File: src/rtl/usb_tx_pkg.sv
// usb_tx_pkg: shared state, line and CRC definitions
// for the USB transmit packetizer.
package usb_tx_pkg;

   typedef enum logic [2:0] {
      IDLE,
      SYNC,
      DATA,
      CRC,
      EOP_SE0,
      EOP_J
   } tx_state_t;

   typedef struct packed {
      logic       last;
      logic [7:0] data;
   } fifo_entry_t;

   localparam logic [1:0] LINE_J   = 2'b10;
   localparam logic [1:0] LINE_K   = 2'b01;
   localparam logic [1:0] LINE_SE0 = 2'b00;

   localparam logic [15:0] CRC16_POLY = 16'h8005;
   localparam logic [15:0] CRC16_INIT = 16'hFFFF;

   localparam logic [2:0] STUFF_LIMIT = 3'd6;

   // Byte folded in LSB first, matching wire order.
   function automatic logic [15:0] crc16_byte(
      input logic [15:0] c,
      input logic [7:0]  d
   );
      logic [15:0] r;
      r = c;
      for (int i = 0; i < 8; i++) begin
         if (r[15] ^ d[i]) r = {r[14:0], 1'b0} ^ CRC16_POLY;
         else              r = {r[14:0], 1'b0};
      end
      return r;
   endfunction

endpackage

File: src/rtl/usb_tx_fifo.sv
// usb_tx_fifo: synchronous byte FIFO carrying a
// per-byte last flag, with occupancy output.
module usb_tx_fifo
   import usb_tx_pkg::*;
#(
   parameter int DEPTH = 16
) (
   input  logic                         clk,
   input  logic                         rst,
   input  logic                         wr_en,
   input  fifo_entry_t                  wr_data,
   input  logic                         rd_en,
   output fifo_entry_t                  rd_data,
   output logic                         full,
   output logic [$clog2(DEPTH+1)-1:0]   level
);

   localparam int AW = $clog2(DEPTH);
   localparam int LW = $clog2(DEPTH + 1);

   fifo_entry_t   mem [DEPTH];
   logic [AW-1:0] wr_ptr;
   logic [AW-1:0] rd_ptr;
   logic          empty;
   logic          do_wr;
   logic          do_rd;

   assign full    = (level == LW'(DEPTH));
   assign empty   = (level == '0);
   assign do_wr   = wr_en && !full;
   assign do_rd   = rd_en && !empty;
   assign rd_data = mem[rd_ptr];

   always_ff @(posedge clk) begin
      if (rst) begin
         wr_ptr <= '0;
         rd_ptr <= '0;
         level  <= '0;
      end else begin
         if (do_wr) begin
            mem[wr_ptr] <= wr_data;
            wr_ptr      <= wr_ptr + 1'b1;
         end
         if (do_rd) rd_ptr <= rd_ptr + 1'b1;
         level <= level + LW'(do_wr) - LW'(do_rd);
      end
   end

endmodule

File: src/rtl/usb_tx_packetizer.sv
// usb_tx_packetizer: buffered USB packet serializer (SYNC, stuffed NRZI
// data, EOP). Define USB_TX_CRC16_EN to append a CRC16 after the payload.
module usb_tx_packetizer
   import usb_tx_pkg::*;
#(
   parameter int FIFO_DEPTH   = 16,
   parameter int CLKS_PER_BIT = 4,
   parameter int SYNC_BITS    = 8
) (
   input  logic                              clk,
   input  logic                              RST,
   input  logic [7:0]                        tx_data,
   input  logic                              tx_valid,
   input  logic                              tx_last,
   output logic                              tx_ready,
   output logic                              d_plus_out,
   output logic                              d_minus_out,
   output logic                              tx_oe,
   output logic [$clog2(FIFO_DEPTH+1)-1:0]   fifo_level,
   output logic                              tx_done
);

   localparam int LW = $clog2(FIFO_DEPTH + 1);
   localparam int CW = $clog2(CLKS_PER_BIT);
   localparam logic [CW-1:0] CPB_LAST  = CW'(CLKS_PER_BIT - 1);
   localparam logic [5:0]    SYNC_LAST = 6'(SYNC_BITS - 1);

   tx_state_t     state, state_n;
   logic [CW-1:0] tick_cnt, tick_n;
   logic [5:0]    bit_idx, bit_n;
   logic [2:0]    ones, ones_n;
   logic [7:0]    shreg, shreg_n;
   logic          last_q, last_n;
   logic          line_j, line_n;
   logic          se0, se0_n;
   logic          done_n;
   logic [LW-1:0] pkt_count;
`ifdef USB_TX_CRC16_EN
   logic [15:0]   crc, crc_n;
`endif

   logic          tick;
   logic          send;
   logic          nb;
   logic          cnt_ones;
   logic          fifo_rd;
   logic          full;
   fifo_entry_t   rd;
   fifo_entry_t   wr_entry;

   assign tx_ready = !full;
   assign wr_entry = {tx_last, tx_data};
   assign tick     = (tick_cnt == CPB_LAST);
   assign tx_oe    = (state != IDLE);
   assign {d_plus_out, d_minus_out} =
      se0 ? LINE_SE0 : (line_j ? LINE_J : LINE_K);

   usb_tx_fifo #(
      .DEPTH (FIFO_DEPTH)
   ) u_fifo (
      .clk     (clk),
      .rst     (RST),
      .wr_en   (tx_valid),
      .wr_data (wr_entry),
      .rd_en   (fifo_rd),
      .rd_data (rd),
      .full    (full),
      .level   (fifo_level)
   );

   always_ff @(posedge clk) begin
      if (RST) begin
         state     <= IDLE;
         tick_cnt  <= '0;
         bit_idx   <= '0;
         ones      <= '0;
         shreg     <= '0;
         last_q    <= 1'b0;
         line_j    <= 1'b1;
         se0       <= 1'b0;
         tx_done   <= 1'b0;
         pkt_count <= '0;
`ifdef USB_TX_CRC16_EN
         crc       <= CRC16_INIT;
`endif
      end else begin
         state     <= state_n;
         tick_cnt  <= tick_n;
         bit_idx   <= bit_n;
         ones      <= ones_n;
         shreg     <= shreg_n;
         last_q    <= last_n;
         line_j    <= line_n;
         se0       <= se0_n;
         tx_done   <= done_n;
         pkt_count <= pkt_count
                    + LW'(tx_valid && !full && tx_last)
                    - LW'(fifo_rd && rd.last);
`ifdef USB_TX_CRC16_EN
         crc       <= crc_n;
`endif
      end
   end

   always_comb begin
      state_n  = state;
      tick_n   = '0;
      bit_n    = bit_idx;
      ones_n   = ones;
      shreg_n  = shreg;
      last_n   = last_q;
      line_n   = line_j;
      se0_n    = se0;
      done_n   = 1'b0;
      fifo_rd  = 1'b0;
      send     = 1'b0;
      nb       = 1'b0;
      cnt_ones = 1'b0;
`ifdef USB_TX_CRC16_EN
      crc_n    = crc;
`endif
      if (state != IDLE) tick_n = tick ? '0 : tick_cnt + 1'b1;

      unique case (state)
         IDLE: if (pkt_count != '0) begin
            state_n = SYNC;
            bit_n   = '0;
            ones_n  = '0;
            send    = 1'b1;
`ifdef USB_TX_CRC16_EN
            crc_n   = CRC16_INIT;
`endif
         end
         SYNC: if (tick) begin
            send = 1'b1;
            if (bit_idx == SYNC_LAST) begin
               state_n  = DATA;
               bit_n    = '0;
               fifo_rd  = 1'b1;
               shreg_n  = rd.data;
               last_n   = rd.last;
               nb       = rd.data[0];
               cnt_ones = 1'b1;
            end else begin
               bit_n = bit_idx + 6'd1;
               nb    = (bit_idx + 6'd1 == SYNC_LAST);
            end
         end
         DATA: if (tick) begin
            send     = 1'b1;
            cnt_ones = 1'b1;
            if (ones == STUFF_LIMIT) begin
               nb = 1'b0;
            end else if (bit_idx != 6'd7) begin
               bit_n   = bit_idx + 6'd1;
               shreg_n = shreg >> 1;
               nb      = shreg[1];
            end else if (!last_q) begin
               fifo_rd = 1'b1;
               shreg_n = rd.data;
               last_n  = rd.last;
               nb      = rd.data[0];
               bit_n   = '0;
`ifdef USB_TX_CRC16_EN
               crc_n   = crc16_byte(crc, rd.data);
`endif
            end else begin
`ifdef USB_TX_CRC16_EN
               state_n = CRC;
               bit_n   = '0;
               nb      = ~crc[15];
`else
               send     = 1'b0;
               cnt_ones = 1'b0;
               state_n  = EOP_SE0;
               bit_n    = '0;
               se0_n    = 1'b1;
`endif
            end
         end
         CRC: begin
`ifdef USB_TX_CRC16_EN
            if (tick) begin
               send     = 1'b1;
               cnt_ones = 1'b1;
               if (ones == STUFF_LIMIT) begin
                  nb = 1'b0;
               end else if (bit_idx != 6'd15) begin
                  bit_n = bit_idx + 6'd1;
                  crc_n = {crc[14:0], 1'b0};
                  nb    = ~crc[14];
               end else begin
                  send     = 1'b0;
                  cnt_ones = 1'b0;
                  state_n  = EOP_SE0;
                  bit_n    = '0;
                  se0_n    = 1'b1;
               end
            end
`endif
         end
         EOP_SE0: if (tick) begin
            if (bit_idx == '0) begin
               bit_n = 6'd1;
            end else begin
               state_n = EOP_J;
               se0_n   = 1'b0;
               line_n  = 1'b1;
            end
         end
         EOP_J: if (tick) begin
            state_n = IDLE;
            done_n  = 1'b1;
         end
         default: state_n = IDLE;
      endcase

      // NRZI: a zero toggles the line, a one holds it.
      if (send) begin
         line_n = nb ? line_j : ~line_j;
         if (cnt_ones) ones_n = nb ? ones + 3'd1 : '0;
      end
   end

endmodule

File: config.mk
export PLATFORM = sky130hd
export DESIGN_NAME = usb_tx_packetizer
export DESIGN_NICKNAME = d
export VERILOG_FILES = /design/src/rtl/usb_tx_pkg.sv /design/src/rtl/usb_tx_fifo.sv /design/src/rtl/usb_tx_packetizer.sv
export SDC_FILE = /design/constraint.sdc
export NUM_CORES = 1
export LEC_CHECK = 0
export ABC_AREA = 1
export CAP_MARGIN = 5
export CORE_ASPECT_RATIO = 1.2
export CORE_MARGIN = 2
export CORE_UTILIZATION = 30
export CTS_CLUSTER_SIZE = 14
export DETAILED_ROUTE_END_ITERATION = 6
export PLACE_DENSITY = 0.42
export SLEW_MARGIN = 20
export SYNTH_ARGS = -nofsm -noshare
export SYNTH_HDL_FRONTEND = slang
export SYNTH_SLANG_ARGS = --single-unit
File: constraint.sdc
create_clock -name clk -period 3.1 [get_ports clk]
set_input_delay 0.465 -clock clk [delete_from_list [all_inputs] [get_ports clk]]
set_output_delay 0.465 -clock clk [all_outputs]
set_load 0.01 [all_outputs]
==> Word level (Yosys, flattened, before mapping) <==
Memory sizes are Yosys's and may differ from the RTL's. A register that Yosys moved wholly into a read port is not among the register bits.
Index checks and enable logic that the tools add are counted.
Widths: inputs -> output; s select.
{ "op_classes": {"n_addsub": 9, "eq_ne": 25, "n_mux": 79, "bitwise": 4, "reduce_logical": 24} }
{ "op_table": {"columns": ["operator", "n"], "rows": [
  ["$mux 6", 8],
  ["$mux 8", 6],
  ["$mux 3", 15],
  ["$mux 1", 37],
  ["$ne 2x2->1 const B", 13],
  ["$pmux 6 s4", 1],
  ["$pmux 3 s6", 1],
  ["$pmux 8 s2", 1],
  ["$reduce_and 7->1", 2],
  ["$eq 6x3->1 const B", 2],
  ["$reduce_and 6->1", 2],
  ["$reduce_and 11->1", 1],
  ["$add 5x1->5", 2],
  ["$pmux 1 s2", 5],
  ["$sub 5x1->5", 2],
  ["$eq 3x3->1 const B", 3],
  ["$add 4x1->4 const B", 2],
  ["$mux 4", 2],
  ["$reduce_bool 2->1", 4],
  ["$add 6x1->6 const B", 1],
  ["$eq 3x2->1 const B", 2],
  ["$logic_not 6->1", 1],
  ["$ne 6x3->1 const B", 1],
  ["$eq 5x5->1 const B", 1],
  ["other kinds (18)", 26]
]} }
{ "word_totals": {"regBits": 44, "mem_bits_rw": 144, "inputBits": 12, "output_inout_bits": 10, "word_cells": 155, "mem_count": 1} }
{ "memory_table": {"columns": ["name", "words", "width", "read_ports", "rd_clocked_by_memory_dff", "wr", "line_no", "source"], "rows": [
  ["u_fifo.mem", 16, 9, 1, 1, 1, "usb_tx_fifo.sv:21", "fifo_entry_t mem [DEPTH];"]
]} }

==> Longest topological paths before layout <==
Gate-level depths: netlist of run 1.
{ "depth": {"ltp_word": 8, "depth_mapped": 19, "ltp_nobuf": 19} }

==> Modules after synthesis <==
Synthesis of run 1 repeated with hierarchy kept, for this count alone.
{ "hier_totals": {"hier_cells": 1010, "area_unflattened_um2": 9235.1} }
{ "by_module_without_submodules": {"columns": ["module", "instances", "cells_each", "area_each_um2"], "rows": [
  ["usb_tx_fifo", 1, 722, 7176.9],
  ["usb_tx_packetizer", 1, 288, 2058.2]
]} }

==> Worst setup path after synthesis of run 1 <==
No wires, ideal clock.
{ "synth_path": {"path_type": "reg-to-reg", "startpoint": "register bit_idx[1]", "endpoint": "register u_fifo.level[4]", "setup_ns": 0.128, "t_arrival_ns": 2.537, "required_time_ns": 2.972, "slack_ns": 0.435, "path_stages_with_launch": 19, "path_buffers": 0, "period_less_slack_ns": 2.665, "path_cell_list": "dfxtp_1 > ha_1 > nand2_2 > inv_2 > nand3_2 > nand4_2 > nand4_4 > nor2_4 > nand2_4 > nor2_4 > inv_2 > nand2_1 > ha_1 > inv_1 > fa_1 > nor3_1 > a211oi_1 > o21ai_0 > a21oi_1"} }
{ "synth_between": {"elab_chain_len": 7} }
{ "synth_rtl": {"columns": ["element", "line_no", "source"], "rows": [
  ["start, declared", "usb_tx_packetizer.sv:30", "logic [5:0] bit_idx, bit_n;"],
  ["start signal, assigned", "usb_tx_packetizer.sv:89", "bit_idx <= bit_n;"],
  ["$ne 6x3->1", "usb_tx_packetizer.sv:154", "end else if (bit_idx != 6'd7) begin"],
  ["$mux 1", "usb_tx_packetizer.sv:154", null],
  ["$mux 1", "usb_tx_packetizer.sv:152", "if (ones == STUFF_LIMIT) begin"],
  ["$mux 1", "usb_tx_packetizer.sv:149", "DATA: if (tick) begin"],
  ["$pmux 1 s2 *", "usb_tx_packetizer.sv:124", "unique case (state)"],
  ["$logic_and 1x1->1 *", "usb_tx_fifo.sv:31", "assign do_rd = rd_en && !empty;"],
  ["$sub 5x1->5 *", "usb_tx_fifo.sv:45", "level <= level + LW'(do_wr) - LW'(do_rd);"],
  ["end signal, assigned", "usb_tx_fifo.sv:45", null],
  ["end, declared", "usb_tx_fifo.sv:15", "output logic [$clog2(DEPTH+1)-1:0] level"]
]} }
Every way passes the cells marked *; elsewhere a longest branch is shown, timed or not.
A chain may end at the register's enable or synchronous reset.

==> Worst setup path in the final report of run 1 <==
{ "layout_path": {"startpoint": "register bit_idx[1]", "endpoint": "register pkt_count[4]"} }
{ "layout_between": {"elab_chain_len": 7} }
{ "layout_rtl": {"columns": ["element", "line_no", "source"], "rows": [
  ["$ne 6x3->1", "usb_tx_packetizer.sv:154", null],
  ["$mux 1", "usb_tx_packetizer.sv:154", null],
  ["$mux 1", "usb_tx_packetizer.sv:152", null],
  ["$mux 1", "usb_tx_packetizer.sv:149", null],
  ["$pmux 1 s2 *", "usb_tx_packetizer.sv:124", null],
  ["$logic_and 1x1->1 *", "usb_tx_packetizer.sv:98", "- LW'(fifo_rd && rd.last);"],
  ["$sub 5x1->5 *", "usb_tx_packetizer.sv:98", null],
  ["end signal, assigned", "usb_tx_packetizer.sv:96", "pkt_count <= pkt_count"],
  ["end, declared", "usb_tx_packetizer.sv:37", "logic [LW-1:0] pkt_count;"]
]} }
Marks and branches as above.

==> flow_metrics.env, run 1 <==
export IMPL_grt_pass1_vias=5893
export IMPL_hp_class="reg2reg"
export IMPL_netlist_instances=787
export IMPL_fin_setup_tns_ns=0
export IMPL_synth_nets=823
export IMPL_p_leak_nw=3.50
export IMPL_drcViolationCount=0
export IMPL_dp_cells=1150
export IMPL_synth_top_area_frac=0.518
export IMPL_antenna_left=0
export IMPL_synth_distinct_cells=38
export IMPL_grt_first_pass_wirelength_mm=33.7
export IMPL_post_synth_top_area_cell="edfxtp_1"
export IMPL_final_layout_size_suffix_gt1_frac=0.112
export IMPL_nets=868
export IMPL_crit_path_start_kind="flip-flop"
export IMPL_via_per_inst=4.96
export IMPL_synth_area_um2=8340
export IMPL_post_route_min_period_ns=2.86
export IMPL_cts_root_buf="clkbuf_16"
export IMPL_syn_avg_cell_area_um2=10.6
export IMPL_cts_made_buffers=17
export IMPL_min_period_over_period=0.923
export IMPL_outcome="completed"
export IMPL_endpoint_kind="flip-flop"
export IMPL_layout_cells_non_filler=1185
export IMPL_drt_pass1_iter_count=5
export IMPL_synthXorXnorAreaFrac=0.00735
export IMPL_ys_seq_area_frac=0.631
export IMPL_num_io_pins=22
export IMPL_grt_use_total=0.153
export IMPL_worstPathMaxFanout=6
export IMPL_rrSetupSlack_ns=0.24
export IMPL_fmax_mhz=349
export IMPL_peakVddDrop_uv=374
export IMPL_synth_area_mux_share=0
export IMPL_die_area_um2=29200
export IMPL_critical_path_class="reg2reg"
export IMPL_synth_edff_count=144
export IMPL_synthAdderAreaFrac=0.0378
export IMPL_clk_path_buf_depth=2
export IMPL_relSlewSlack=0.561
export IMPL_power_density_nw_per_um2=721
export IMPL_h_tree_depth=4
export IMPL_routed_wl_mm=21.5
export IMPL_drtIter0Drc=375
export IMPL_synth_flop_cell="edfxtp_1"
export IMPL_grt_start_max_net_pins=41
export IMPL_die_x_um=156
export IMPL_cts_sinks=191
export IMPL_diodes=0
export IMPL_cts_tree="built"
export IMPL_fin_skew_ns=0.0125
export IMPL_hold_violations=0
export IMPL_synth_most_common_cell="edfxtp_1"
export IMPL_yosysWarnings=0
export IMPL_core_area_um2=27300
export IMPL_tightest_slew_ns=0.657
export IMPL_rows=66
export IMPL_fin_util=0.356
export IMPL_start_util=0.306
export IMPL_port_buffers=21
export IMPL_fillerInstances=2710
export IMPL_antenna_found_initial=1
export IMPL_grt_ovfl_total=0
export IMPL_wl_per_cell_um=18.2
export IMPL_required_ns=3.48
export IMPL_final_max_slew_viol_count=0
export IMPL_fp_dieH_um=187
export IMPL_ys_ff_latch=191
export IMPL_fin_area_um2=9710
export IMPL_clk_pin_slew_worst_paths_ns=0.08
export IMPL_synth_top_family_by_area="simple AND/OR/NAND/NOR gates"
export IMPL_dpl_cell_area_um2=9070
export IMPL_synth_area_leaders="edfxtp_1 (52%), dfxtp_1 (11%), nor2_1 (5.8%)"
export IMPL_areaGrowthSynthToFinish_pct=16.4
export IMPL_yosys_area_share_simple=0.165
export IMPL_num_vias=5876
export IMPL_hpwl_mm=14.4
export IMPL_power_mw=7.00
export IMPL_rsz0062_at_grt="false"
export IMPL_finalSetupViolations=0
export IMPL_async_reset_ff_frac=0
export IMPL_synth_compound_area_frac=0.110
export IMPL_cap_viol_max_count=0
export IMPL_synth_common_cells="edfxtp_1 (144), nor2_1 (129), nand2_1 (98)"
export IMPL_cp_arrival_ns=3.24
export IMPL_clk_latency_ns=0.44
export IMPL_gp_congestion=0.868
==> layout make-up <==
type                            instances  area (um2)  share of cell area
Sequential cell                       191        5270               0.543
Multi-Input combinational cell        502        2690               0.277
Timing Repair Buffer                   59         495              0.0510
Clock buffer                           19         454              0.0468
Tap cell                              340         425              0.0438
Inverter                               61         231              0.0238
Clock inverter                         13         139              0.0143
==> cells by family (layout without fill, tap and decap cells) <==
logic type | Yosys count | in the layout
DFF | 191 | 191
xor gates and xnor gates | 7 | 7
AOI/OAI and AO/OA | 156 | 156
and+or+nand+nor | 315 | 315
buffers and inverters | 94 | 152
adders and majority gates | 24 | 24
==> flip-flops by register name (all words and copies together), names as in the netlist, 2 cells and up, named ones only <==
name	count
u_fifo.level	5
state	3
u_fifo.mem	144
shreg	7
pkt_count	5
u_fifo.rd_ptr	4
u_fifo.wr_ptr	4
tick_cnt	2
ones	3
bit_idx	6
==> through the flow <==
step                      setup WS, ns  hold slack, ns
after CTS                       0.0694           0.432
final                            0.237           0.424
after detailed placement        0.0879           0.421
after global placement           0.216           0.408
after floorplan                  0.435           0.399
after global routing           0.00163           0.454
==> worst paths after layout <==
kind | start | to | cells past startpoint
setup / recovery | bit_idx[1] | pkt_count[4] | 18
hold / removal | tick_cnt[0] | tick_cnt[0] | 1
setup reg to reg | bit_idx[1] | pkt_count[4] | 18
hold reg to reg | tick_cnt[0] | tick_cnt[0] | 1
==> timing repair <==
| action | in CTS | in global routing |
|---|---|---|
| setup buffers | 0 | 3 |
| gates resized for setup | 0 | 7 |
| hold buffers | 0 | 0 |
| setup endpoints to repair | 0 | 2 |
| hold endpoints to repair | 0 | 0 |
==> metal layers <==
metal  global-route usage  vias to the layer above  routed length [um]
met5                    0                        -                  16
met4               0.0466                        2                 279
met3               0.0293                       22                 749
met2                0.261                      117               10800
met1                0.196                     2875                9690
li1                     -                     2860                   -
==> report_power, final <==
group / leakage [nW] / total, mW / switching (mW) / internal, mW
combinational: 1.52 / 1.75 / 1.12 / 0.632
clock: 0.293 / 2.21 / 1.08 / 1.13
sequential: 1.68 / 3.04 / 0.136 / 2.90
==> worst max-delay path, stage by stage (launching register included) <==
cell	delay, ns
dfxtp_2	0.36
ha_2	0.22
nand2_2	0.08
inv_2	0.09
nand3_4	0.11
nand4_4	0.11
nand4_4	0.12
nor2_4	0.20
inv_1	0.09
a21oi_1	0.17
ha_1	0.16
inv_1	0.04
ha_1	0.20
fa_1	0.41
nand2_1	0.08
a21oi_1	0.06
nor2_1	0.11
o21ai_0	0.09
a21oi_1	0.11
==> placed cells by master (no fill, tap or decap), types with 18 or more instances in the layout <==
cell	count
edfxtp_1	144
nor2_1	129
nand2_1	98
o21ai_0	71
nand3_1	62
inv_1	54
dfxtp_1	43
buf_4	38
a21oi_1	37
o221ai_1	27
ha_1	21
clkdlybuf4s50_1	21
clkbuf_16	18
(Power assumes the default switching activity.)
==> run 2: changes to the inputs <==
CTS_CLUSTER_SIZE = not set   (was 14)
==> results of run 2 <==
The final DEF is identical to that of run 1; final timing and power are the same.
==> run 3: changes to the inputs <==
--- a/config.mk
+++ b/config.mk
@@ -13,3 +13,4 @@
 export DETAILED_ROUTE_END_ITERATION = 6
-export PLACE_DENSITY = 0.42
+export GPL_TIMING_DRIVEN = 0
+export PLACE_DENSITY = 0.43
 export SLEW_MARGIN = 20
==> constraint.sdc (replaced) <==
create_clock -name clk -period 2.62 [get_ports clk]
set_input_delay 0.524 -clock clk [delete_from_list [all_inputs] [get_ports clk]]
set_output_delay 0.524 -clock clk [all_outputs]
set_load 0.01 [all_outputs]
==> flow_metrics.env, run 3 (same netlist as run 1, synthesis figures left out) <==
export IMPL_critical_path_class="reg2reg"
export IMPL_fp_dieH_um=187
export IMPL_nets=898
export IMPL_final_layout_size_suffix_gt1_frac=0.187
export IMPL_drtIter0Drc=353
export IMPL_dp_cells=1147
export IMPL_die_x_um=156
export IMPL_hold_violations=0
export IMPL_clk_pin_slew_worst_paths_ns=0.07
export IMPL_antenna_found_initial=0
export IMPL_peakVddDrop_uv=425
export IMPL_cts_sinks=191
export IMPL_hp_class="reg2reg"
export IMPL_largestRegisters="u_fifo.mem (144), shreg (7), bit_idx (6)"
export IMPL_top_register="u_fifo.mem"
export IMPL_hpwl_mm=15.4
export IMPL_num_vias=6032
export IMPL_fmax_mhz=388
export IMPL_drcViolationCount=0
export IMPL_port_buffers=20
export IMPL_cp_arrival_ns=2.95
export IMPL_finalSetupViolations=0
export IMPL_gp_congestion=0.776
export IMPL_cap_viol_max_count=0
export IMPL_h_tree_depth=4
export IMPL_holdWs_ns=0.428
export IMPL_via_per_inst=4.96
export IMPL_min_period_over_period=0.983
export IMPL_grt_use_total=0.166
export IMPL_required_ns=2.99
export IMPL_clk_path_buf_depth=2
export IMPL_routed_wl_mm=23.5
export IMPL_cts_root_buf="clkbuf_16"
export IMPL_wl_per_cell_um=19.3
export IMPL_fin_area_um2=10200
export IMPL_relSlewSlack=0.282
export IMPL_grt_ovfl_total=0
export IMPL_cts_made_buffers=17
export IMPL_clk_latency_ns=0.44
export IMPL_core_area_um2=27300
export IMPL_rsz0062_at_grt="true"
export IMPL_power_density_nw_per_um2=879
export IMPL_grt_pass1_vias=6092
export IMPL_die_area_um2=29200
export IMPL_worstPathMaxFanout=7
export IMPL_final_common_cell="edfxtp_1"
export IMPL_largest_reg_flops=144
export IMPL_fin_skew_ns=0.0155
export IMPL_cts_tree="built"
export IMPL_p_leak_nw=3.65
export IMPL_grt_start_max_net_pins=20
export IMPL_outcome="completed"
export IMPL_fin_util=0.373
export IMPL_final_cell_mix="edfxtp_1 (144), nor2_1 (112), nand2_1 (92), o21ai_0 (66), nand3_1 (60)"
export IMPL_tightest_slew_ns=1.07
export IMPL_antenna_left=0
export IMPL_num_io_pins=22
export IMPL_final_max_slew_viol_count=0
export IMPL_post_route_min_period_ns=2.58
export IMPL_rows=66
export IMPL_dpl_cell_area_um2=8990
export IMPL_crit_path_start_kind="flip-flop"
export IMPL_drt_pass1_iter_count=5
export IMPL_start_util=0.306
export IMPL_diodes=0
export IMPL_endpoint_kind="flip-flop"
export IMPL_layout_cells_non_filler=1215
export IMPL_power_mw=8.94
export IMPL_areaGrowthSynthToFinish_pct=21.9
export IMPL_grt_first_pass_wirelength_mm=36.1
[run 3: critical path, cell delays in order, from the launching register on]
cell and delay [ns]:
dfxtp_2 0.33, buf_8 0.13, inv_8 0.04, buf_8 0.13, buf_12 0.13, o21ai_2 0.09
o221ai_1 0.13, nand3_2 0.17, a21oi_2 0.08, ha_1 0.30, inv_2 0.04, ha_4 0.15
fa_2 0.35, nand2_2 0.07, a21oi_2 0.05, nor2_2 0.10, o21ai_1 0.07, a21oi_1 0.12
[run 3: metrics by stage]
| stage | setup slack (ns) | setup TNS, ns |
|---|---|---|
| after floorplan | 0.0103 | 0 |
| after CTS | -0.0312 | -0.0312 |
| after detailed placement | -0.659 | -10.97 |
| final | 0.0434 | 0 |
| after global placement | -0.753 | -12.34 |
| after global routing | -0.0988 | -0.221 |
[run 3: what timing repair did]
item                                    in CTS  in global routing
pin swaps                                   15                 13
endpoints found under the setup margin      18                 88
setup buffers                               30                  7
hold buffers                                 0                  0
cloned                                       0                  0
gates resized for setup                     68                 32
hold endpoints to repair                     0                  0
[run 3: final cells by class]
class,count,area (um2)
Timing Repair Buffer,57,482
Fill cell,2756,17100
Tap cell,340,425
Inverter,61,249
Clock buffer,17,425
Buffer,32,255
Clock inverter,15,166
Sequential cell,191,5280
Multi-Input combinational cell,502,2880
[run 3: worst paths after layout]
check,cells after the start,slack [ns],startpoint,endpoint
worst max register to register,17,0.04,flip-flop,pkt_count[4]
worst min-delay path,1,0.43,tick_cnt[0],tick_cnt[0]
worst min register to register,1,0.43,tick_cnt[0],tick_cnt[0]
worst max-delay path,17,0.04,flip-flop,pkt_count[4]
[run 3: where the power goes]
part           total (mW)  internal, mW  switching (mW)
registers            3.59          3.44           0.150
logic                2.71          1.09            1.63
clock network        2.63          1.36            1.27
total                8.94          5.89            3.05
[run 3: metal layers]
| metal | global-route usage | vias to the layer above | share of wire | wire length, um |
|---|---|---|---|---|
| met4 | 0.0565 | 0 | 0.022 | 517 |
| li1 | - | 2933 | - | - |
| met3 | 0.0253 | 33 | 0.029 | 674 |
| met2 | 0.286 | 112 | 0.50 | 11700 |
| met5 | 0 | - | 0 | 0 |
| met1 | 0.212 | 2954 | 0.45 | 10500 |
